==> src/rtl/obi_apb_splitter_pkg.sv <==
`default_nettype none
// ============================================================================
// obi_apb_splitter_pkg : FSM state encoding and width helpers for the splitter.
// Rev 1.0
// ============================================================================
package obi_apb_splitter_pkg;

   typedef logic [1:0] state_t;

   localparam logic [1:0] ST_IDLE   = 2'd0;
   localparam logic [1:0] ST_SETUP  = 2'd1;
   localparam logic [1:0] ST_ACCESS = 2'd2;
   localparam logic [1:0] ST_RESP   = 2'd3;

   // IDX_W = $clog2(NUM_TARGETS), kept at least 1 bit wide for a single target.
   function automatic int idx_width(input int num_targets);
      return (num_targets > 1) ? $clog2(num_targets) : 1;
   endfunction

   // CNT_W = $clog2(TIMEOUT_CYCLES+1), kept at least 1 bit when the timeout is off.
   function automatic int cnt_width(input int timeout_cycles);
      return (timeout_cycles > 0) ? $clog2(timeout_cycles + 1) : 1;
   endfunction

endpackage
`default_nettype wire

==> src/rtl/obi_apb_addr_decode.sv <==
`default_nettype none
// ============================================================================
// obi_apb_addr_decode : maps an address onto ascending SS_SIZE target windows.
// Rev 1.0
// ============================================================================
module obi_apb_addr_decode #(
   parameter int              AW          = 32,
   parameter int              IDX_W       = 3,
   parameter logic [AW-1:0]   ADDR_BASE   = '0,
   parameter int unsigned     SS_SIZE     = 32'h1000,
   parameter int              NUM_TARGETS = 5
) (
   input  logic [AW-1:0]    addr_i,
   output logic [IDX_W-1:0] idx_o,
   output logic             hit_o
);

   localparam int          C_SHIFT = $clog2(SS_SIZE);
   localparam logic [63:0] C_LO    = 64'(ADDR_BASE);
   localparam logic [63:0] C_HI    = C_LO + 64'(NUM_TARGETS) * 64'(SS_SIZE);

   // 64-bit arithmetic so the window end never wraps at the top of the map.
   logic [63:0] w_addr;

   assign w_addr = 64'(addr_i);
   assign hit_o  = (w_addr >= C_LO) && (w_addr < C_HI);
   assign idx_o  = IDX_W'((w_addr - C_LO) >> C_SHIFT);

endmodule
`default_nettype wire

==> src/rtl/obi_apb_splitter.sv <==
`default_nettype none
// ============================================================================
// obi_apb_splitter : single-initiator OBI to NUM_TARGETS-way APB splitter with
//                    per-target enable, unmapped-address error and PREADY timeout.
// Rev 1.0
// ============================================================================
module obi_apb_splitter
   import obi_apb_splitter_pkg::*;
#(
   parameter int                OBI_AW         = 32,
   parameter int                OBI_DW         = 32,
   parameter int                OBI_IDW        = 1,
   parameter int                APB_AW         = 32,
   parameter int                APB_DW         = 32,
   parameter int                NUM_TARGETS    = 5,
   parameter logic [OBI_AW-1:0] ADDR_BASE      = 32'h0105_0000,
   parameter int unsigned       SS_SIZE        = 32'h1000,
   parameter int                TIMEOUT_CYCLES = 256,
   parameter int                SS_CTRL_W      = 7
) (
   input  logic                            clk,
   input  logic                            reset_n,
   input  logic                            obi_req,
   output logic                            obi_gnt,
   output logic                            obi_gntpar,
   input  logic [OBI_AW-1:0]               obi_addr,
   input  logic                            obi_we,
   input  logic [OBI_DW/8-1:0]             obi_be,
   input  logic [OBI_DW-1:0]               obi_wdata,
   input  logic [OBI_IDW-1:0]              obi_aid,
   input  logic                            obi_reqpar,
   input  logic                            obi_rready,
   input  logic                            obi_rreadypar,
   output logic                            obi_rvalid,
   output logic                            obi_rvalidpar,
   output logic [OBI_DW-1:0]               obi_rdata,
   output logic [OBI_IDW-1:0]              obi_rid,
   output logic                            obi_err,
   input  logic [SS_CTRL_W-1:0]            ss_ctrl_icn,
   output logic [NUM_TARGETS*APB_AW-1:0]   apb_paddr,
   output logic [NUM_TARGETS-1:0]          apb_psel,
   output logic [NUM_TARGETS-1:0]          apb_penable,
   output logic [NUM_TARGETS-1:0]          apb_pwrite,
   output logic [NUM_TARGETS*APB_DW-1:0]   apb_pwdata,
   output logic [NUM_TARGETS*APB_DW/8-1:0] apb_pstrb,
   input  logic [NUM_TARGETS*APB_DW-1:0]   apb_prdata,
   input  logic [NUM_TARGETS-1:0]          apb_pready,
   input  logic [NUM_TARGETS-1:0]          apb_pslverr
);

   localparam int IDX_W = idx_width(NUM_TARGETS);
   localparam int CNT_W = cnt_width(TIMEOUT_CYCLES);
   localparam logic [CNT_W-1:0] C_TO_LAST =
      CNT_W'((TIMEOUT_CYCLES == 0) ? 0 : TIMEOUT_CYCLES - 1);

   state_t                state_q, state_d;
   logic [APB_AW-1:0]     addr_q, addr_d;
   logic                  we_q, we_d;
   logic [APB_DW/8-1:0]   strb_q, strb_d;
   logic [APB_DW-1:0]     wdata_q, wdata_d;
   logic [IDX_W-1:0]      idx_q, idx_d;
   logic [OBI_IDW-1:0]    rid_q, rid_d;
   logic [OBI_DW-1:0]     rdata_q, rdata_d;
   logic                  err_q, err_d;
   logic [CNT_W-1:0]      cnt_q, cnt_d;

   logic [IDX_W-1:0]      w_idx;
   logic                  w_hit;
   logic                  w_en;
   logic                  w_valid;
   logic [APB_DW-1:0]     w_prdata;
   logic                  w_pready;
   logic                  w_pslverr;
   logic                  w_timeout;
   logic                  w_active;
   logic                  w_unused;

   obi_apb_addr_decode #(
      .AW          (OBI_AW),
      .IDX_W       (IDX_W),
      .ADDR_BASE   (ADDR_BASE),
      .SS_SIZE     (SS_SIZE),
      .NUM_TARGETS (NUM_TARGETS)
   ) u_decode (
      .addr_i (obi_addr),
      .idx_o  (w_idx),
      .hit_o  (w_hit)
   );

   // Enable lookup is bounded to real targets; reserved control bits never decode.
   always_comb begin
      w_en = 1'b0;
      for (int i = 0; i < NUM_TARGETS; i++) begin
         if (w_idx == IDX_W'(i)) begin
            w_en = ss_ctrl_icn[i];
         end
      end
   end

   assign w_valid = w_hit && w_en;

   always_comb begin
      w_prdata  = '0;
      w_pready  = 1'b0;
      w_pslverr = 1'b0;
      for (int i = 0; i < NUM_TARGETS; i++) begin
         if (idx_q == IDX_W'(i)) begin
            w_prdata  = apb_prdata[i*APB_DW +: APB_DW];
            w_pready  = apb_pready[i];
            w_pslverr = apb_pslverr[i];
         end
      end
   end

   assign w_timeout = (TIMEOUT_CYCLES != 0) && (cnt_q == C_TO_LAST);

   always_comb begin
      state_d = state_q;
      addr_d  = addr_q;
      we_d    = we_q;
      strb_d  = strb_q;
      wdata_d = wdata_q;
      idx_d   = idx_q;
      rid_d   = rid_q;
      rdata_d = rdata_q;
      err_d   = err_q;
      cnt_d   = cnt_q;
      case (state_q)
         ST_IDLE: begin
            if (obi_req) begin
               rid_d = obi_aid;
               if (w_valid) begin
                  addr_d  = obi_addr[APB_AW-1:0];
                  we_d    = obi_we;
                  strb_d  = obi_we ? obi_be : '0;
                  wdata_d = obi_wdata;
                  idx_d   = w_idx;
                  state_d = ST_SETUP;
               end else begin
                  rdata_d = '0;
                  err_d   = 1'b1;
                  state_d = ST_RESP;
               end
            end
         end
         ST_SETUP: begin
            state_d = ST_ACCESS;
         end
         ST_ACCESS: begin
            cnt_d = cnt_q + CNT_W'(1);
            // A completing target takes priority over a timeout in the same cycle.
            if (w_pready) begin
               rdata_d = we_q ? '0 : w_prdata;
               err_d   = w_pslverr;
               state_d = ST_RESP;
            end else if (w_timeout) begin
               rdata_d = '0;
               err_d   = 1'b1;
               state_d = ST_RESP;
            end
         end
         ST_RESP: begin
            if (obi_rready) begin
               cnt_d   = '0;
               state_d = ST_IDLE;
            end
         end
         default: begin
            state_d = ST_IDLE;
         end
      endcase
   end

   always_ff @(posedge clk or negedge reset_n) begin
      if (!reset_n) begin
         state_q <= ST_IDLE;
         addr_q  <= '0;
         we_q    <= 1'b0;
         strb_q  <= '0;
         wdata_q <= '0;
         idx_q   <= '0;
         rid_q   <= '0;
         rdata_q <= '0;
         err_q   <= 1'b0;
         cnt_q   <= '0;
      end else begin
         state_q <= state_d;
         addr_q  <= addr_d;
         we_q    <= we_d;
         strb_q  <= strb_d;
         wdata_q <= wdata_d;
         idx_q   <= idx_d;
         rid_q   <= rid_d;
         rdata_q <= rdata_d;
         err_q   <= err_d;
         cnt_q   <= cnt_d;
      end
   end

   assign obi_gnt       = (state_q == ST_IDLE) && obi_req;
   assign obi_gntpar    = ~obi_gnt;
   assign obi_rvalid    = (state_q == ST_RESP);
   assign obi_rvalidpar = ~obi_rvalid;
   assign obi_rdata     = rdata_q;
   assign obi_rid       = rid_q;
   assign obi_err       = err_q;

   assign w_active = (state_q == ST_SETUP) || (state_q == ST_ACCESS);

   // Address/data buses are broadcast; only PSEL/PENABLE are per target.
   for (genvar i = 0; i < NUM_TARGETS; i++) begin : g_tgt
      assign apb_psel[i]                            = w_active && (idx_q == IDX_W'(i));
      assign apb_penable[i]                         = (state_q == ST_ACCESS) && (idx_q == IDX_W'(i));
      assign apb_pwrite[i]                          = we_q;
      assign apb_paddr[i*APB_AW +: APB_AW]          = addr_q;
      assign apb_pwdata[i*APB_DW +: APB_DW]         = wdata_q;
      assign apb_pstrb[i*(APB_DW/8) +: (APB_DW/8)]  = strb_q;
   end

   assign w_unused = ^{obi_reqpar, obi_rreadypar, ss_ctrl_icn};

endmodule
`default_nettype wire

==> config.mk <==
export PLATFORM = sky130hd
export DESIGN_NAME = obi_apb_splitter
export DESIGN_NICKNAME = d
export VERILOG_FILES = /design/src/rtl/obi_apb_splitter_pkg.sv /design/src/rtl/obi_apb_addr_decode.sv /design/src/rtl/obi_apb_splitter.sv
export SDC_FILE = /design/constraint.sdc
export NUM_CORES = 1
export LEC_CHECK = 0
export ABC_AREA = 1
export CAP_MARGIN = 20
export CELL_PAD_IN_SITES_DETAIL_PLACEMENT = 1
export CELL_PAD_IN_SITES_GLOBAL_PLACEMENT = 1
export CORE_AREA = 5 5 246 248
export CTS_BUF_LIST = sky130_fd_sc_hd__clkbuf_4
export DETAILED_ROUTE_END_ITERATION = 10
export DIE_AREA = 0 0 251 253
export PLACE_DENSITY = 0.58
export SLEW_MARGIN = 10
export SYNTH_ARGS = -nofsm -noshare
export SYNTH_HDL_FRONTEND = slang
export SYNTH_SLANG_ARGS = --single-unit
==> constraint.sdc <==
create_clock -name clk -period 3.3 [get_ports clk]
set_input_delay 0.495 -clock clk [delete_from_list [all_inputs] [get_ports clk]]
set_output_delay 0.495 -clock clk [all_outputs]
set_load 0.1 [all_outputs]
==> run_results.csv <==
group,metric,value,unit
worst_setup_path,crit_chain,"inv_2 > nand3_1 > buf_4 > nor2_1 > buf_12",
timing,setup_violations,0,
drt,vias,9305,
worst_setup_path,cp-end-kind,"output pin",
worst_setup_path,crit_type,"flip-flop to output pin",
synth,avgSynthCellArea,6.83,sq um
synth,syn_inst,1304,
clocking,cts_root_buf,"clkbuf_4",
timing,timing.fmax,0.335,GHz
layout,drive_gt1_share,28.0,%
layout,final_nets,1915,
run,max_cap_viol_count,0,
clocking,clk_pin_slew_worst_paths,0.12,ns
pwr,power_density,321,mW/mm^2
worst_setup_path,cp-start-kind,"flip-flop",
timing,fin_crit_sh,90.5,%
drt,postRouteAntennaNets,0,
floorplanning,die_x,251,um
synth,yosys.area.top_type,"dfrtp_1",
drt,drtIter0Drc,359,
worst_setup_path,cp.buffers_inverters,3,
clocking,htreeDepth,4,
placement,dp_cells,2409,
status,status,"finished, final reports clean",
floorplanning,die_height,253,um
worst_setup_path,crit_path_top_delay_cell,"dfrtp_1",
synth,synth-seq-cells,114,
drt,post_drt_wl_per_cell,19.7,um
pwr,intPower,2620,uW
placement,finalWeightedCongestion,0.926,
pwr,pwr-share-seq,34.5,%
clocking,cts-buffers-inserted,17,
timing,worst_slew_pin_slew,0.983,ns
global_route,grt_antenna_before_repair,9,
pwr,pwr-share-clk,30.3,%
timing,slew_headroom,34.3,%
synth,yosysWarningCount,0,
worst_hold_path,hold_class,"primary input to async pin",
synth,ys_types,27,
pwr,irDropWorstVdd,0.000205,V
global_route,grt_overflow,0,
worst_setup_path,cp.required,2.80,ns
clocking,cts_sinks,114,
synth,ys.flop_type,"dfrtp_1",
timing,skew,0.0251,ns
synth,synth_area,0.00891,sq mm
drt,drt-total-wl,48.2,mm
worst_setup_path,cpLargestDelayFamily,"buffers and inverters",
worst_setup_path,cpPeakStageDelay,0.53,ns
timing,worst_slack,0.315,ns
layout,stdcell_count,2444,
pwr,pwr-share-comb,35.1,%
placement,place_hpwl,40.1,mm
timing,fin_crit,2.99,ns
pwr,p_total,4370,uW
worst_setup_path,crit_path_max_fanout,20,
worst_setup_path,arrival,2.49,ns
layout,multi_input_area,0.00302,sq mm
layout,syn_to_final_growth,53.1,%
pwr,power_leakage,0.00760,uW
drt,drc,0,
clocking,clk_latency,0.67,ns
timing,rsz0062_at_grt,"false",
timing,finalHoldViolCount,0,
synth,synth-edff-count,0,
global_route,grt_pass1_vias,9779,
pwr,p_switching,1750,uW
floorplanning,start_util,15.3,%
synth,async_flop_share,100,%
clocking,cts_tree,"built",
global_route,grt_max_degree,99,
layout,nFillCells,7145,
clocking,ctsResizeCount,0,
placement,place_ws,0.440,ns
timing,drv_slew,0,
pwr,swShare,40.1,%
floorplanning,core-area,0.0582,sq mm
floorplanning,io_pins,646,
global_route,grt_util_all_layers,14.6,%
global_route,grt_pass1_wl,67.8,mm
synth,synth_fp_nets,1563,
floorplanning,dieArea,0.0635,sq mm
synth,ys_seq_area_share,32.0,%
floorplanning,rows,89,
drt,vias_per_cell,3.81,
layout,regArea,0.00285,sq mm
synth,synth_common_cells,"nand2_1 (310), buf_4 (281), inv_1 (157), nor2_1 (131), nand3_1 (124)",
synth,ys_top_cells_by_area,"dfrtp_1 (32%), buf_4 (24%), nand2_1 (13%)",
placement,portBuffers,641,
synth,yosysTopAreaCellShare,32.0,%
drt,dr.pass1.iters,4,
timing,setup-tns-final,0,ns
synth,synth.most_common_cell,"nand2_1",
clocking,cts_setup_buffers,0,
clocking,cts_buffer_depth,2,
-- final timing paths --
| kind | end | startpoint | slack [ns] | cells past startpoint |
|---|---|---|---|---|
| max | apb_psel[2] | addr_q[14]$_DFFE_PN0P_ | 0.31 | 5 |
| min in group clk | strb_q[1]$_DFFE_PN0P_ | obi_be[1] | 0.37 | 3 |
| max in group asynchronous | wdata_q[10]$_DFFE_PN0P_ | reset_n | 2.18 | 3 |
| min | addr_q[12]$_DFFE_PN0P_ | reset_n | 0.33 | 2 |
| min reg2reg | obi_rdata[11]$_DFFE_PN0P_ | obi_rdata[11]$_DFFE_PN0P_ | 0.49 | 2 |
| max reg2reg | obi_rdata[14]$_DFFE_PN0P_ | addr_q[14]$_DFFE_PN0P_ | 0.53 | 9 |
-- power by group through the flow --
stage	Sequential, uW	Combinational (uW)	Clock, uW
2_1_floorplan	1620	812	0
3_3_place_gp	1530	1550	0
3_5_place_dp	1540	1550	0
4_1_cts	1510	1550	1420
5_1_grt	1520	1670	1470
6_report	1510	1530	1330
-- metrics by stage --
step	area [sq um]	hold WS [ns]	util (%)
2_1_floorplan	8910	0.199	-
3_3_place_gp	13300	0.460	22.8
3_5_place_dp	13300	0.460	22.8
4_1_cts	13600	0.200	23.4
5_1_grt	13600	0.257	23.4
6_report	13600	0.326	23.4
-- registers in the layout, summed over array words and instances (netlist names) --
register	cells
cnt_q	9
obi_err	1
obi_rid	1
we_q	1
state_q	2
strb_q	4
addr_q	32
obi_rdata	32
wdata_q	32
-- per-layer routing --
layer  part of all wire (%)  up-vias  global-route usage (%)  wire (um)
met4                    3.6        2                    5.60       1760
met1                     36     4410                    15.3      17500
met5                  0.027        -                       0         13
met3                    8.4       59                    5.21       4030
li1                       -     4417                       -          -
met2                     52      417                    26.7      24900
-- cells by family after synthesis --
logic type,count (synthesis),share of synthesized area [%]
adder cells (fa/ha/maj),6,0.843
flip-flops,114,32.0
buffers and inverters,505,34.1
AO/OA/AOI/OAI,79,4.69
XOR/XNOR,1,0.0984
AND/OR/NAND/NOR,599,28.3
-- layout make-up --
type	instances	area share, %
diodes	3	0.0551
multi-input cells	685	22.2
well taps	773	7.09
inverters	175	4.84
clock buffers	17	0.936
flip-flops and latches	114	20.9
repair buffers	663	42.4
clock inverters	14	1.55
-- timing repair --
item / CTS / global route
hold buffers: 1 / 0
hold endpoints to repair: 35 / 0
setup endpoints to repair: 0 / 0
-- layout by cell type (no fill, tap or decap), types with 2 or more instances in the layout --
cell type	count
nand4_1	20
inv_2	17
nand3_1	124
a21oi_1	7
clkinvlp_4	2
clkdlybuf4s50_1	255
nor2_2	5
o22ai_1	14
dfrtp_1	113
clkbuf_4	17
inv_6	2
o21ai_0	45
nor2_1	130
nand2_1	309
buf_4	393
clkinv_1	3
ha_1	6
inv_1	157
bufinv_16	5
diode_2	3
or2_2	4
o21ai_1	11
clkinv_4	2
o21bai_1	2
buf_12	13
nand3_4	2
Power figures use the tool's default switching activity.
